===== src/rtl/shift_arbiter_if.sv =====
// Bundle between two requesters, the shared shifter and the arbiter.
// slave = arbiter side, master = environment side.
interface shift_arbiter_if #(
  parameter int DATA_SIZE = 4,
  parameter int SEL_WIDTH = 2
);

  logic [1:0]           req_valid;
  logic [1:0]           req_ready;
  logic [DATA_SIZE-1:0] req0_data;
  logic [DATA_SIZE-1:0] req1_data;
  logic [SEL_WIDTH-1:0] req0_select;
  logic [SEL_WIDTH-1:0] req1_select;
  logic                 req0_rot;
  logic                 req1_rot;
  logic                 req0_dir;
  logic                 req1_dir;

  logic [DATA_SIZE-1:0] sh_data_in;
  logic [SEL_WIDTH-1:0] sh_select;
  logic                 sh_rotation;
  logic                 sh_direction;
  logic                 sh_start;
  logic [DATA_SIZE-1:0] sh_data_out;

  logic [1:0]           rsp_valid;
  logic [1:0]           rsp_ready;
  logic [DATA_SIZE-1:0] rsp_data;
  logic                 busy;

  modport slave (
    input  req_valid,
    input  req0_data,
    input  req1_data,
    input  req0_select,
    input  req1_select,
    input  req0_rot,
    input  req1_rot,
    input  req0_dir,
    input  req1_dir,
    input  sh_data_out,
    input  rsp_ready,
    output req_ready,
    output sh_data_in,
    output sh_select,
    output sh_rotation,
    output sh_direction,
    output sh_start,
    output rsp_valid,
    output rsp_data,
    output busy
  );

  modport master (
    output req_valid,
    output req0_data,
    output req1_data,
    output req0_select,
    output req1_select,
    output req0_rot,
    output req1_rot,
    output req0_dir,
    output req1_dir,
    output sh_data_out,
    output rsp_ready,
    input  req_ready,
    input  sh_data_in,
    input  sh_select,
    input  sh_rotation,
    input  sh_direction,
    input  sh_start,
    input  rsp_valid,
    input  rsp_data,
    input  busy
  );

endinterface


===== src/rtl/shift_arbiter.sv =====
// Round-robin arbiter sharing one registered shifter between two requesters.
// One transaction at a time: IDLE -> ISSUE -> WAIT -> RESP -> IDLE.
module shift_arbiter #(
  parameter int DATA_SIZE = 4,
  parameter int SEL_WIDTH = 2
) (
  input logic            clk,
  input logic            rst,
  shift_arbiter_if.slave bus
);

  typedef enum logic [1:0] {
    IDLE,
    ISSUE,
    WAIT,
    RESP
  } state_t;

  state_t               state;
  logic                 last_grant;
  logic                 gnt_q;
  logic [DATA_SIZE-1:0] data_q;
  logic [SEL_WIDTH-1:0] sel_q;
  logic                 rot_q;
  logic                 dir_q;
  logic [DATA_SIZE-1:0] rsp_q;
  logic                 start_q;
  logic [1:0]           valid_q;
  logic                 busy_q;
  logic [1:0]           grant;

  // Round-robin pick; only offered in IDLE and never during a reset cycle.
  always_comb begin
    grant = 2'b00;
    if (state == IDLE && !rst) begin
      unique case (bus.req_valid)
        2'b01:   grant = 2'b01;
        2'b10:   grant = 2'b10;
        2'b11:   grant = last_grant ? 2'b01 : 2'b10;
        default: grant = 2'b00;
      endcase
    end
  end

  assign bus.req_ready    = grant;
  assign bus.sh_data_in   = data_q;
  assign bus.sh_select    = sel_q;
  assign bus.sh_rotation  = rot_q;
  assign bus.sh_direction = dir_q;
  assign bus.sh_start     = start_q;
  assign bus.rsp_valid    = valid_q;
  assign bus.rsp_data     = rsp_q;
  assign bus.busy         = busy_q;

  // Transaction FSM with registered strobe, response and busy outputs.
  always_ff @(posedge clk) begin
    if (rst) begin
      state      <= IDLE;
      last_grant <= 1'b1;
      gnt_q      <= 1'b0;
      data_q     <= '0;
      sel_q      <= '0;
      rot_q      <= 1'b0;
      dir_q      <= 1'b0;
      rsp_q      <= '0;
      start_q    <= 1'b0;
      valid_q    <= 2'b00;
      busy_q     <= 1'b0;
    end else begin
      unique case (state)
        IDLE: begin
          if (|grant) begin
            gnt_q   <= grant[1];
            data_q  <= grant[1] ? bus.req1_data : bus.req0_data;
            sel_q   <= grant[1] ? bus.req1_select : bus.req0_select;
            rot_q   <= grant[1] ? bus.req1_rot : bus.req0_rot;
            dir_q   <= grant[1] ? bus.req1_dir : bus.req0_dir;
            start_q <= 1'b1;
            busy_q  <= 1'b1;
            state   <= ISSUE;
          end
        end
        ISSUE: begin
          start_q <= 1'b0;
          state   <= WAIT;
        end
        WAIT: begin
          rsp_q   <= bus.sh_data_out;
          valid_q <= gnt_q ? 2'b10 : 2'b01;
          state   <= RESP;
        end
        RESP: begin
          if (bus.rsp_ready[gnt_q]) begin
            valid_q    <= 2'b00;
            busy_q     <= 1'b0;
            last_grant <= gnt_q;
            state      <= IDLE;
          end
        end
        default: begin
          state <= IDLE;
        end
      endcase
    end
  end

endmodule


===== src/flat_wrapper.sv =====
// flat-port wrapper written by rule: the top's interface ports become plain ports
module shift_arbiter_flat 
#(
  parameter int DATA_SIZE = 4,
  parameter int SEL_WIDTH = 2
)
  (clk, rst, bus_req_valid, bus_req0_data, bus_req1_data, bus_req0_select, bus_req1_select, bus_req0_rot, bus_req1_rot, bus_req0_dir, bus_req1_dir, bus_sh_data_out, bus_rsp_ready, bus_req_ready, bus_sh_data_in, bus_sh_select, bus_sh_rotation, bus_sh_direction, bus_sh_start, bus_rsp_valid, bus_rsp_data, bus_busy);
  shift_arbiter_if #(.DATA_SIZE(DATA_SIZE), .SEL_WIDTH(SEL_WIDTH)) bus_i ();
  input logic clk;
  input logic rst;
  input wire logic [$bits(bus_i.req_valid)-1:0] bus_req_valid;
  input wire logic [$bits(bus_i.req0_data)-1:0] bus_req0_data;
  input wire logic [$bits(bus_i.req1_data)-1:0] bus_req1_data;
  input wire logic [$bits(bus_i.req0_select)-1:0] bus_req0_select;
  input wire logic [$bits(bus_i.req1_select)-1:0] bus_req1_select;
  input wire logic [$bits(bus_i.req0_rot)-1:0] bus_req0_rot;
  input wire logic [$bits(bus_i.req1_rot)-1:0] bus_req1_rot;
  input wire logic [$bits(bus_i.req0_dir)-1:0] bus_req0_dir;
  input wire logic [$bits(bus_i.req1_dir)-1:0] bus_req1_dir;
  input wire logic [$bits(bus_i.sh_data_out)-1:0] bus_sh_data_out;
  input wire logic [$bits(bus_i.rsp_ready)-1:0] bus_rsp_ready;
  output wire logic [$bits(bus_i.req_ready)-1:0] bus_req_ready;
  output wire logic [$bits(bus_i.sh_data_in)-1:0] bus_sh_data_in;
  output wire logic [$bits(bus_i.sh_select)-1:0] bus_sh_select;
  output wire logic [$bits(bus_i.sh_rotation)-1:0] bus_sh_rotation;
  output wire logic [$bits(bus_i.sh_direction)-1:0] bus_sh_direction;
  output wire logic [$bits(bus_i.sh_start)-1:0] bus_sh_start;
  output wire logic [$bits(bus_i.rsp_valid)-1:0] bus_rsp_valid;
  output wire logic [$bits(bus_i.rsp_data)-1:0] bus_rsp_data;
  output wire logic [$bits(bus_i.busy)-1:0] bus_busy;
  assign bus_i.req_valid = bus_req_valid;
  assign bus_i.req0_data = bus_req0_data;
  assign bus_i.req1_data = bus_req1_data;
  assign bus_i.req0_select = bus_req0_select;
  assign bus_i.req1_select = bus_req1_select;
  assign bus_i.req0_rot = bus_req0_rot;
  assign bus_i.req1_rot = bus_req1_rot;
  assign bus_i.req0_dir = bus_req0_dir;
  assign bus_i.req1_dir = bus_req1_dir;
  assign bus_i.sh_data_out = bus_sh_data_out;
  assign bus_i.rsp_ready = bus_rsp_ready;
  assign bus_req_ready = bus_i.req_ready;
  assign bus_sh_data_in = bus_i.sh_data_in;
  assign bus_sh_select = bus_i.sh_select;
  assign bus_sh_rotation = bus_i.sh_rotation;
  assign bus_sh_direction = bus_i.sh_direction;
  assign bus_sh_start = bus_i.sh_start;
  assign bus_rsp_valid = bus_i.rsp_valid;
  assign bus_rsp_data = bus_i.rsp_data;
  assign bus_busy = bus_i.busy;
  shift_arbiter #(.DATA_SIZE(DATA_SIZE), .SEL_WIDTH(SEL_WIDTH)) u_core (.clk(clk), .rst(rst), .bus(bus_i));
endmodule

===== config.mk =====
export PLATFORM = sky130hd
export DESIGN_NAME = shift_arbiter_flat
export DESIGN_NICKNAME = d
export VERILOG_FILES = /design/src/rtl/shift_arbiter_if.sv /design/src/rtl/shift_arbiter.sv /design/src/flat_wrapper.sv
export SDC_FILE = /design/constraint.sdc
export NUM_CORES = 1
export LEC_CHECK = 0
export ABC_AREA = 1
export BUFFER_PORTS_ARGS = -buffer_cell sky130_fd_sc_hd__buf_4
export CAP_MARGIN = 20
export CORE_UTILIZATION = 40
export CTS_BUF_LIST = sky130_fd_sc_hd__clkbuf_16
export DETAILED_ROUTE_END_ITERATION = 6
export GPL_TIMING_DRIVEN = 0
export PLACE_DENSITY = 0.69
export SLEW_MARGIN = 10
export SYNTH_ARGS = -nofsm -noshare
export SYNTH_HDL_FRONTEND = slang
export SYNTH_SLANG_ARGS = --single-unit

===== constraint.sdc =====
create_clock -name clk -period 3.2 [get_ports clk]
set_clock_uncertainty 0.1 [all_clocks]
set_input_delay 0.64 -clock clk [delete_from_list [all_inputs] [get_ports clk]]
set_output_delay 0.64 -clock clk [all_outputs]
set_load 0.02 [all_outputs]

==> out/qor.txt, run 1 <==
hold_buf cts: 0
Core ar.: 2297 µm²
fin nets: 217
synthesized area: 1006 µm²
Post-Synthesis Cells: 138
Lkg Pwr: 0.7972 nW
vias in the first global route: 907
Wirelength per Cell: 11.15 µm
Syn Nets: 169
layout cells sized above 1: 0.3370
Yosys reg bits: 20
most frequent cells in the layout: buf_4 (43), nand2_1 (30), nand3_1 (23), dfxtp_1 (20), inv_1 (17)
Residual DRC: 0
period utilization: 0.6856
Crit-path slowest cell: dfxtp_1
status: finished clean
FP Rows: 17
sequential share of the synthesized area: 0.3980
CP arrival: 1.45 ns
Yosys Warn Count: 0
die area: 2720 µm²
element type at the critical path start: flop
RSZ-0062 raised after global routing: false
Required @ worst endpoint: 2.46 ns
DRT Pass-1 Iters: 4
Detailed Place HPWL: 1796 µm
Slew HR: 0.8314
CTS tree: yes
io pins: 44
nature of the critical path endpoint: primary output
total CTS buffers: 3
final hold vios: 0
die height: 52.15 µm
final-report max-slew violation count: 0
via/cell ratio: 4.769
Clock Tree Root: clkbuf_16
largest net degree at the start of global routing: 11
Area growth, synth to finish: 43.03%
initial drt markers: 20
first-pass GRT wire length: 3712 µm
port bufs: 43
CP cell instances: inv_1 > ha_1 > nand2_2 > nor2_8 > buf_4
Cell Pwr Density: 804.0 nW/µm²
# diodes: 0
dpl cells: 209
H-Tree Depth: 1
hold crit path type: flop to flop
GRT Overall Usage: 0.1851
Die Wd: 52.15 µm
TNS Setup: 0 ns
maximum buffer depth of the clock tree: 2
total grt overflow: 0
Via Count: 1,011
worst slew pin tran: 0.2530 ns
Clock Sinks: 20
Crit path largest cell delay: 0.34 ns
Worst-Skew Late Latency: 0.25 ns
Final min period: 2.194 ns
Max rail drop VDD: 0.0005217 V
pre-CTS WS: 1.025 ns
Max Clk Rate: 455.8 MHz
Mean Syn Cell Area: 7.290 µm²
Clk pin slew, worst setup/hold paths: 0.05 ns
worst setup margin: 1.006 ns
final setup fails: 0
Placer Congestion: 0.8514
initial core utilization: 0.4379
Crit Path Category: flop to primary output
Distinct cells, synth: 20
DRT antenna net count: 0
Post-CTS Setup Bufs: 0
largest driver fanout on the critical path: 10
most common cell after layout, fill and taps aside: buf_4
Final Instance Count excl. Fillers: 212
antenna violations before repair: 0
post-cts resize count: 0
# Max-Cap Violations: 0
Post-Route WL: 2364 µm
## synth_stat cells (all sizes together)
cell type,n,area share
dfxtp,20,0.40
o21ai,5,0.025
o211ai,1,0.0075
buf,3,0.027
ha,5,0.062
nand3,24,0.12
nand4,1,0.0062
o31ai,1,0.0075
nor2,13,0.065
inv,19,0.073
a21oi,6,0.030
nand2,32,0.12
or2,8,0.050
## report_power, final
group	total (W)	switching, W	internal, W
clock	0.000251	0.0000864	0.000165
sequential	0.000374	0.0000437	0.000330
combinational	0.000532	0.000302	0.000230
## state kept, by name, indices dropped and copies added (netlist names)
register,flops
u_core.bus.rsp_valid,2
u_core.last_grant,1
u_core.bus.sh_data_in,4
u_core.bus.sh_rotation,1
u_core.bus.busy,1
u_core.bus.sh_select,2
u_core.bus.rsp_data,4
u_core.bus.sh_start,1
u_core.gnt_q,1
u_core.bus.sh_direction,1
u_core.state,2
## critical path: cells and delay by family, from the launching register on
family | cells | cell delay [ns]
flip-flops | 1 | 0.34
AND/OR/NAND/NOR | 2 | 0.33
buffers and inverters | 2 | 0.29
adder cells (fa/ha/maj) | 1 | 0.25
## kinds of logic after synthesis
kind of cell,after synthesis,synth area share
AND/OR/NAND/NOR,78,0.3694
buffers and inverters,22,0.1007
AO/OA/AOI/OAI,13,0.06965
flip-flops,20,0.3980
adder cells (fa/ha/maj),5,0.06219
## area by class of cell
type / count / area (µm²)
fill: 207 / 858.3
multi-input combinational: 96 / 504.2
sequential: 20 / 400.4
timing repair buffer: 43 / 322.8
clock buffer: 3 / 75.07
inverter: 19 / 73.82
tap: 28 / 35.03
buffer: 3 / 27.53
## routing by layer
| metal | vias to the layer above | track usage | wire, µm |
|---|---|---|---|
| met5 | - | 0 | 0 |
| met4 | 0 | 0.06579 | 24 |
| met3 | 4 | 0.04678 | 123 |
| met2 | 29 | 0.3184 | 1140 |
| met1 | 446 | 0.2201 | 1075 |
| li1 | 532 | - | - |
## through the flow
| step | total power, W | util | area [µm²] | hold WS, ns |
|---|---|---|---|---|
| finish | 0.001157 | 0.6264 | 1439 | 0.3708 |
| CTS | 0.001166 | 0.6264 | 1439 | 0.3697 |
| global placement | 0.0008979 | 0.5937 | 1364 | 0.3458 |
| global route | 0.001233 | 0.6264 | 1439 | 0.3871 |
| floorplan | 0.0007229 | - | 1006 | 0.3676 |
| detailed placement | 0.0009130 | 0.5937 | 1364 | 0.3601 |
## worst paths after layout
| kind | cells after the start | end | from | slack, ns |
|---|---|---|---|---|
| worst max-delay path | 5 | bus_req_ready[1] | u_core.state[1]$_SDFFE_PP0P_ | 1.01 |
| worst min-delay path | 2 | u_core.bus.rsp_valid[1]$_SDFFE_PP0P_ | u_core.bus.rsp_valid[1]$_SDFFE_PP0P_ | 0.37 |
| worst max register to register | 8 | u_core.bus.sh_select[0]$_SDFFE_PP0P_ | u_core.state[1]$_SDFFE_PP0P_ | 1.54 |
| worst min register to register | 2 | u_core.bus.rsp_valid[1]$_SDFFE_PP0P_ | u_core.bus.rsp_valid[1]$_SDFFE_PP0P_ | 0.37 |
(Power assumes the default switching activity.)
==> run 2: changes to the inputs <==
Settings changed: PLACE_DENSITY 0.69 to 0.72.
Clock period 3.2 ns to 1.91 ns, I/O delays scaled along.
==> out/qor.txt, run 2 (same netlist as run 1, synthesis figures left out) <==
antenna violations before repair: 0 (unchanged)
fin nets: 220 (+1.4%)
vias in the first global route: 954 (+5.2%)
CTS tree: yes
largest driver fanout on the critical path: 4 (-6)
Lkg Pwr: 0.8138 nW (+2.1%)
Via Count: 1,021 (+0.99%)
port bufs: 43 (unchanged)
maximum buffer depth of the clock tree: 2 (unchanged)
Cell Area, Placed: 1364 µm² (unchanged)
FP Rows: 17 (unchanged)
Die Wd: 52.15 µm (unchanged)
Area growth, synth to finish: 46.89%
Max rail drop VDD: 0.0008895 V (+71%)
Placer Congestion: 0.8065 (-5.3%)
# Max-Cap Violations: 0 (unchanged)
Clock Tree Root: clkbuf_16
period utilization: 0.9570
H-Tree Depth: 1 (unchanged)
Clk pin slew, worst setup/hold paths: 0.05 ns (about the same)
worst slew pin tran: 0.2465 ns (-0.006440 ns)
Wirelength per Cell: 10.77 µm (-3.4%)
Max Clk Rate: 547.1 MHz
largest net degree at the start of global routing: 11 (unchanged)
initial drt markers: 21 (+5.0%)
most common cell after layout, fill and taps aside: buf_4
Crit Path Category: flop to primary output
RSZ-0062 raised after global routing: false
Core ar.: 2297 µm² (unchanged)
Detailed Place HPWL: 1808 µm (+0.62%)
Residual DRC: 0 (unchanged)
die height: 52.15 µm (unchanged)
Required @ worst endpoint: 1.43 ns (-1.03 ns)
status: finished clean
GRT Overall Usage: 0.1950 (+0.009930)
final-report max-slew violation count: 0 (unchanged)
TNS Setup: 0 ns (unchanged)
Fillers: 202 (-2.4%)
io pins: 44 (unchanged)
initial core utilization: 0.4379 (unchanged)
Cell Pwr Density: 1325 nW/µm² (+65%)
DRT antenna net count: 0 (unchanged)
CP arrival: 1.35 ns (-0.10 ns)
Post-Route WL: 2316 µm (-2.0%)
total grt overflow: 0 (unchanged)
Slew HR: 0.8357 (+0.004293)
total CTS buffers: 3 (unchanged)
final hold slack: 0.2169 ns (-0.1539 ns)
hold crit path type: input port to flop
final hold vios: 0 (unchanged)
element type at the critical path start: flop
most frequent cells in the layout: buf_4 (46), nand2_1 (30), nand3_1 (23), dfxtp_1 (20), inv_1 (17)
nature of the critical path endpoint: primary output
layout cells sized above 1: 0.3583 (+0.02133)
DRT Pass-1 Iters: 4 (unchanged)
final core area utilization: 0.6432 (+0.01688)
via/cell ratio: 4.749 (-0.42%)
Worst-Skew Late Latency: 0.24 ns (about the same)
first-pass GRT wire length: 3967 µm (+6.9%)
final setup fails: 0 (unchanged)
die area: 2720 µm² (unchanged)
Final min period: 1.828 ns
Clock Sinks: 20 (unchanged)
Final Cell Area: 1478 µm² (+2.7%)
# diodes: 0 (unchanged)
[run 2: changes by cell type in the layout (fill, tap and decap cells not counted)]
| cell | delta |
|---|---|
| ha_1 | -1 |
| a21oi_2 | +1 |
| a21oi_1 | -1 |
| ha_4 | +1 |
| buf_4 | +3 |
[run 2: per-stage QoR]
stage / worst slack, ns / power (W) / std cells
floorplan: 0.2920 / 0.001211 / 138
global placement: 0.2600 / 0.001501 / 209
detailed placement: 0.2301 / 0.001527 / 209
CTS: 0.009867 / 0.001945 / 212
global route: 0.003193 / 0.002114 / 215
finish: 0.08218 / 0.001958 / 215
[run 2: power breakdown]
| group | switching (W) | internal [W] |
|---|---|---|
| registers | 0.0000763 | 0.000554 |
| logic | 0.000511 | 0.000409 |
| clock network | 0.000133 | 0.000275 |
| total | 0.000720 | 0.00124 |
[run 2: path summary, 6_finish.rpt]
path	startpoint	endpoint	slack, ns	cells past startpoint
setup / recovery	u_core.state[0]$_SDFFE_PP0P_	bus_req_ready[0]	0.08	5
hold / removal	rst	u_core.bus.rsp_valid[0]$_SDFFE_PP0P_	0.22	2
setup reg to reg	u_core.state[0]$_SDFFE_PP0P_	u_core.bus.sh_select[0]$_SDFFE_PP0P_	0.29	8
hold reg to reg	u_core.bus.rsp_valid[1]$_SDFFE_PP0P_	u_core.bus.rsp_valid[1]$_SDFFE_PP0P_	0.36	2
[run 2: layout make-up]
class,count,area [µm²],area share
clock buffer,3,75.07,0.05080
multi-input combinational,96,520.5,0.3522
tap,28,35.03,0.02371
sequential,20,400.4,0.2710
buffer,3,27.53,0.01863
timing repair buffer,46,345.3,0.2337
inverter,19,73.82,0.04996
[run 2: what timing repair did]
action                                  CTS  global route
gates resized for setup                   2             1
endpoints found under the setup margin    2             2
pin swaps                                 0             1
hold buffers                              0             0
cloned                                    0             0
setup buffers                             0             3
[run 2: worst max-delay path: stages (launching register included)]
cell and delay, ns:
dfxtp_1 0.34, inv_1 0.16, ha_4 0.18, nand3_2 0.11, a21oi_2 0.15, buf_4 0.16
[run 2: metal layers]
layer	GRT usage	up-vias	share of wire	wire length (µm)
li1	-	537	-	-
met1	0.2282	449	0.47	1098
met2	0.3376	30	0.46	1054
met3	0.04094	5	0.055	128
met4	0.08772	0	0.015	34
met5	0	-	0	0
==> run 3: changes to the inputs <==
Settings changed: ABC_AREA 1 to default, BUFFER_PORTS_ARGS -buffer_cell sky130_fd_sc_hd__buf_4 to -buffer_cell sky130_fd_sc_hd__clkbuf_2, CORE_ASPECT_RATIO from default to 0.5, PLACE_DENSITY 0.72 to 0.71.
==> out/qor.txt, run 3 <==
dpl cells: 195 (-6.7%)
via/cell ratio: 5.106 (+7.5%)
Placer Congestion: 0.7035 (-13%)
Final min period: 1.868 ns (+0.04039 ns)
Residual DRC: 0 (unchanged)
Clock Tree Root: clkbuf_16
Post-synth EDFFs: 0 (unchanged)
most common cell after layout, fill and taps aside: clkbuf_2
R2R setup slack: 0.17 ns (-0.12 ns)
Area contributors post-synth: dfxtp_1 (37%), a2111oi_2 (11%), nor3_1 (7.4%)
pre-CTS WS: -0.08650 ns (-0.3165 ns)
total CTS buffers: 3 (unchanged)
port bufs: 43 (unchanged)
post-synthesis async set-or-reset flop share: 0 (unchanged)
Wirelength per Cell: 13.22 µm (+23%)
Clock Sinks: 20 (unchanged)
io pins: 44 (unchanged)
maximum buffer depth of the clock tree: 2 (unchanged)
Area growth, synth to finish: 43.45%
Post-Synthesis Cells: 117 (-15%)
final-report max-slew violation count: 0 (unchanged)
final hold vios: 0 (unchanged)
status: finished clean
RSZ-0062 raised after global routing: true
synthesized area: 1089 µm² (+8.2%)
initial drt markers: 22 (+4.8%)
reg2reg end: u_core.bus.busy$_SDFFE_PP0P_
period utilization: 0.9781 (+0.02115)
Hold Path Stages: 3 (+1)
DRT Pass-1 Iters: 4 (unchanged)
final setup fails: 0 (unchanged)
sequential share of the synthesized area: 0.3678 (-0.03019)
Slew HR: 0.6017 (-0.2340)
hold crit path type: input port to flop
Final Instance Count excl. Fillers: 207 (-3.7%)
total grt overflow: 0 (unchanged)
Core ar.: 2387 µm² (+3.9%)
Detailed Place HPWL: 1744 µm (-3.5%)
Mean Syn Cell Area: 9.304 µm² (+28%)
Required @ worst endpoint: 1.43 ns (about the same)
worst setup path startpoint: u_core.state[0]$_SDFFE_PP0P_
largest net degree at the start of global routing: 13 (+2)
Synth area leader: dfxtp_1
worst slew pin tran: 0.5975 ns (+0.3510 ns)
die area: 2947 µm² (+8.3%)
Via Count: 1,057 (+3.5%)
Post-Route WL: 2736 µm (+18%)
worst setup margin: 0.04179 ns (-0.04039 ns)
most frequent cells in the layout: clkbuf_2 (42), dfxtp_1 (18), nor3_1 (16), a21oi_1 (12), buf_4 (10)
Worst-Skew Late Latency: 0.26 ns (+0.02 ns)
Distinct cells, synth: 30 (+50%)
Hold EP: u_core.bus.rsp_data[0]$_SDFFE_PP0P_
Max rail drop VDD: 0.0005054 V (-43%)
min-delay src: bus_sh_data_out[0]
synth cell count leaders: dfxtp_1 (20), nor3_1 (16), a21oi_1 (12), a2111oi_2 (8)
Max Clk Rate: 535.3 MHz (-2.2%)
most common cell in the synthesized netlist: dfxtp_1
die height: 38.89 µm (-25%)
layout cells sized above 1: 0.4651 (+0.1068)
Crit Path Category: flop to primary output
Yosys Warn Count: 0 (unchanged)
CTS tree: yes
# Max-Cap Violations: 0 (unchanged)
Syn Nets: 148 (-12%)
FP Rows: 12 (-5)
nature of the critical path endpoint: primary output
initial core utilization: 0.4560 (+0.01807)
Fillers: 198 (-2.0%)
vias in the first global route: 946 (-0.84%)
Synth top area share: 0.3678 (-0.03019)
antenna violations before repair: 0 (unchanged)
Cell Pwr Density: 1396 nW/µm² (+5.4%)
DRT antenna net count: 0 (unchanged)
Main synth FF type: dfxtp_1
largest driver fanout on the critical path: 5 (+1)
Yosys reg bits: 20 (unchanged)
H-Tree Depth: 1 (unchanged)
first-pass GRT wire length: 4250 µm (+7.1%)
Clk pin slew, worst setup/hold paths: 0.06 ns (about the same)
element type at the critical path start: flop
CP arrival: 1.39 ns (+0.04 ns)
Worst R2R Start: u_core.state[0]$_SDFFE_PP0P_
# diodes: 0 (unchanged)
Die Wd: 75.78 µm (+45%)
FF-to-FF path depth: 5 (-3)
GRT Overall Usage: 0.2075 (+0.01249)
fin nets: 204 (-7.3%)
Lkg Pwr: 0.6824 nW (-16%)
run 3: cell count changes in the layout (fill, tap and decap cells not counted), moves of 8 or more:
cell / previous run / this run
clkbuf_2: 0 / 42
buf_4: 46 / 10
nand2_1: 30 / 1
nand3_1: 23 / 2
inv_1: 17 / 1
nor3_1: 0 / 16
a2111oi_2: 0 / 8
run 3: where the power goes:
group | total, W | internal, W | switching [W]
Combinational | 0.000995 | 0.000473 | 0.000523
Clock | 0.000581 | 0.000416 | 0.000165
Sequential | 0.000603 | 0.000536 | 0.0000673
run 3: logic make-up after synthesis:
kind of cell	after synthesis	share of synthesized area
and+or+nand+nor	42	0.2207
AOI/OAI and AO/OA	30	0.2276
buffers and inverters	13	0.06091
adders and majority gates	5	0.05747
DFF	20	0.3678
muxes	7	0.06552
run 3: critical path, stage by stage, from the launching register on:
cell and delay (ns):
dfxtp_2 0.32, inv_2 0.07, ha_4 0.17, nor2b_4 0.15, buf_4 0.12, and3_4 0.19
buf_8 0.11
run 3: what timing repair did:
item	4_1_cts	5_1_grt
hold buffers	0	0
resized for setup	12	8
setup endpoints to repair	2	2
cloned	0	0
pin swaps	1	2
endpoints found under the hold margin	0	0
setup buffers	8	1
run 3: area by class of cell:
type                    count  area, µm²  share of cell area
well taps                  35      43.79             0.02804
multi-input cells          84      645.6              0.4135
plain buffers               8      43.79             0.02804
flip-flops and latches     20      402.9              0.2580
clock inverters             1      30.03             0.01923
repair buffers             52      302.8              0.1939
clock buffers               3      75.07             0.04808
inverters                   4      17.52             0.01122
run 3: stage by stage:
| stage | hold slack (ns) | utilization | cell area, µm² | setup TNS (ns) | total power (W) |
|---|---|---|---|---|---|
| after global routing | 0.2644 | 0.6541 | 1562 | -0.008076 | 0.002311 |
| after CTS | 0.2569 | 0.6499 | 1551 | -0.001924 | 0.002157 |
| after global placement | 0.3632 | 0.5645 | 1348 | -0.1184 | 0.001399 |
| after detailed placement | 0.3705 | 0.5645 | 1348 | -0.1369 | 0.001414 |
| after floorplan | 0.3854 | - | 1089 | 0 | 0.001201 |
| final | 0.2560 | 0.6541 | 1562 | 0 | 0.002180 |
run 3: worst max path at each step:
| stage | to | slack, ns | depth (start not counted) |
|---|---|---|---|
| 5_1_grt | bus_req_ready[0] | -0.008 | 6 |
| 2_1_floorplan | bus_req_ready[1] | 0.10 | 6 |
| 6_report | bus_req_ready[0] | 0.04 | 6 |
| 4_1_cts | bus_req_ready[1] | -0.002 | 7 |
| 3_5_place_dp | bus_req_ready[1] | -0.09 | 7 |
| 3_3_place_gp | bus_req_ready[1] | -0.08 | 7 |
run 3: layer usage:
metal | vias up | share of wire | track usage
met3 | 4 | 0.047 | 0.06250
li1 | 537 | - | -
met4 | 0 | 0.012 | 0.08333
met2 | 37 | 0.47 | 0.3650
met5 | - | 0 | 0
met1 | 479 | 0.47 | 0.2398
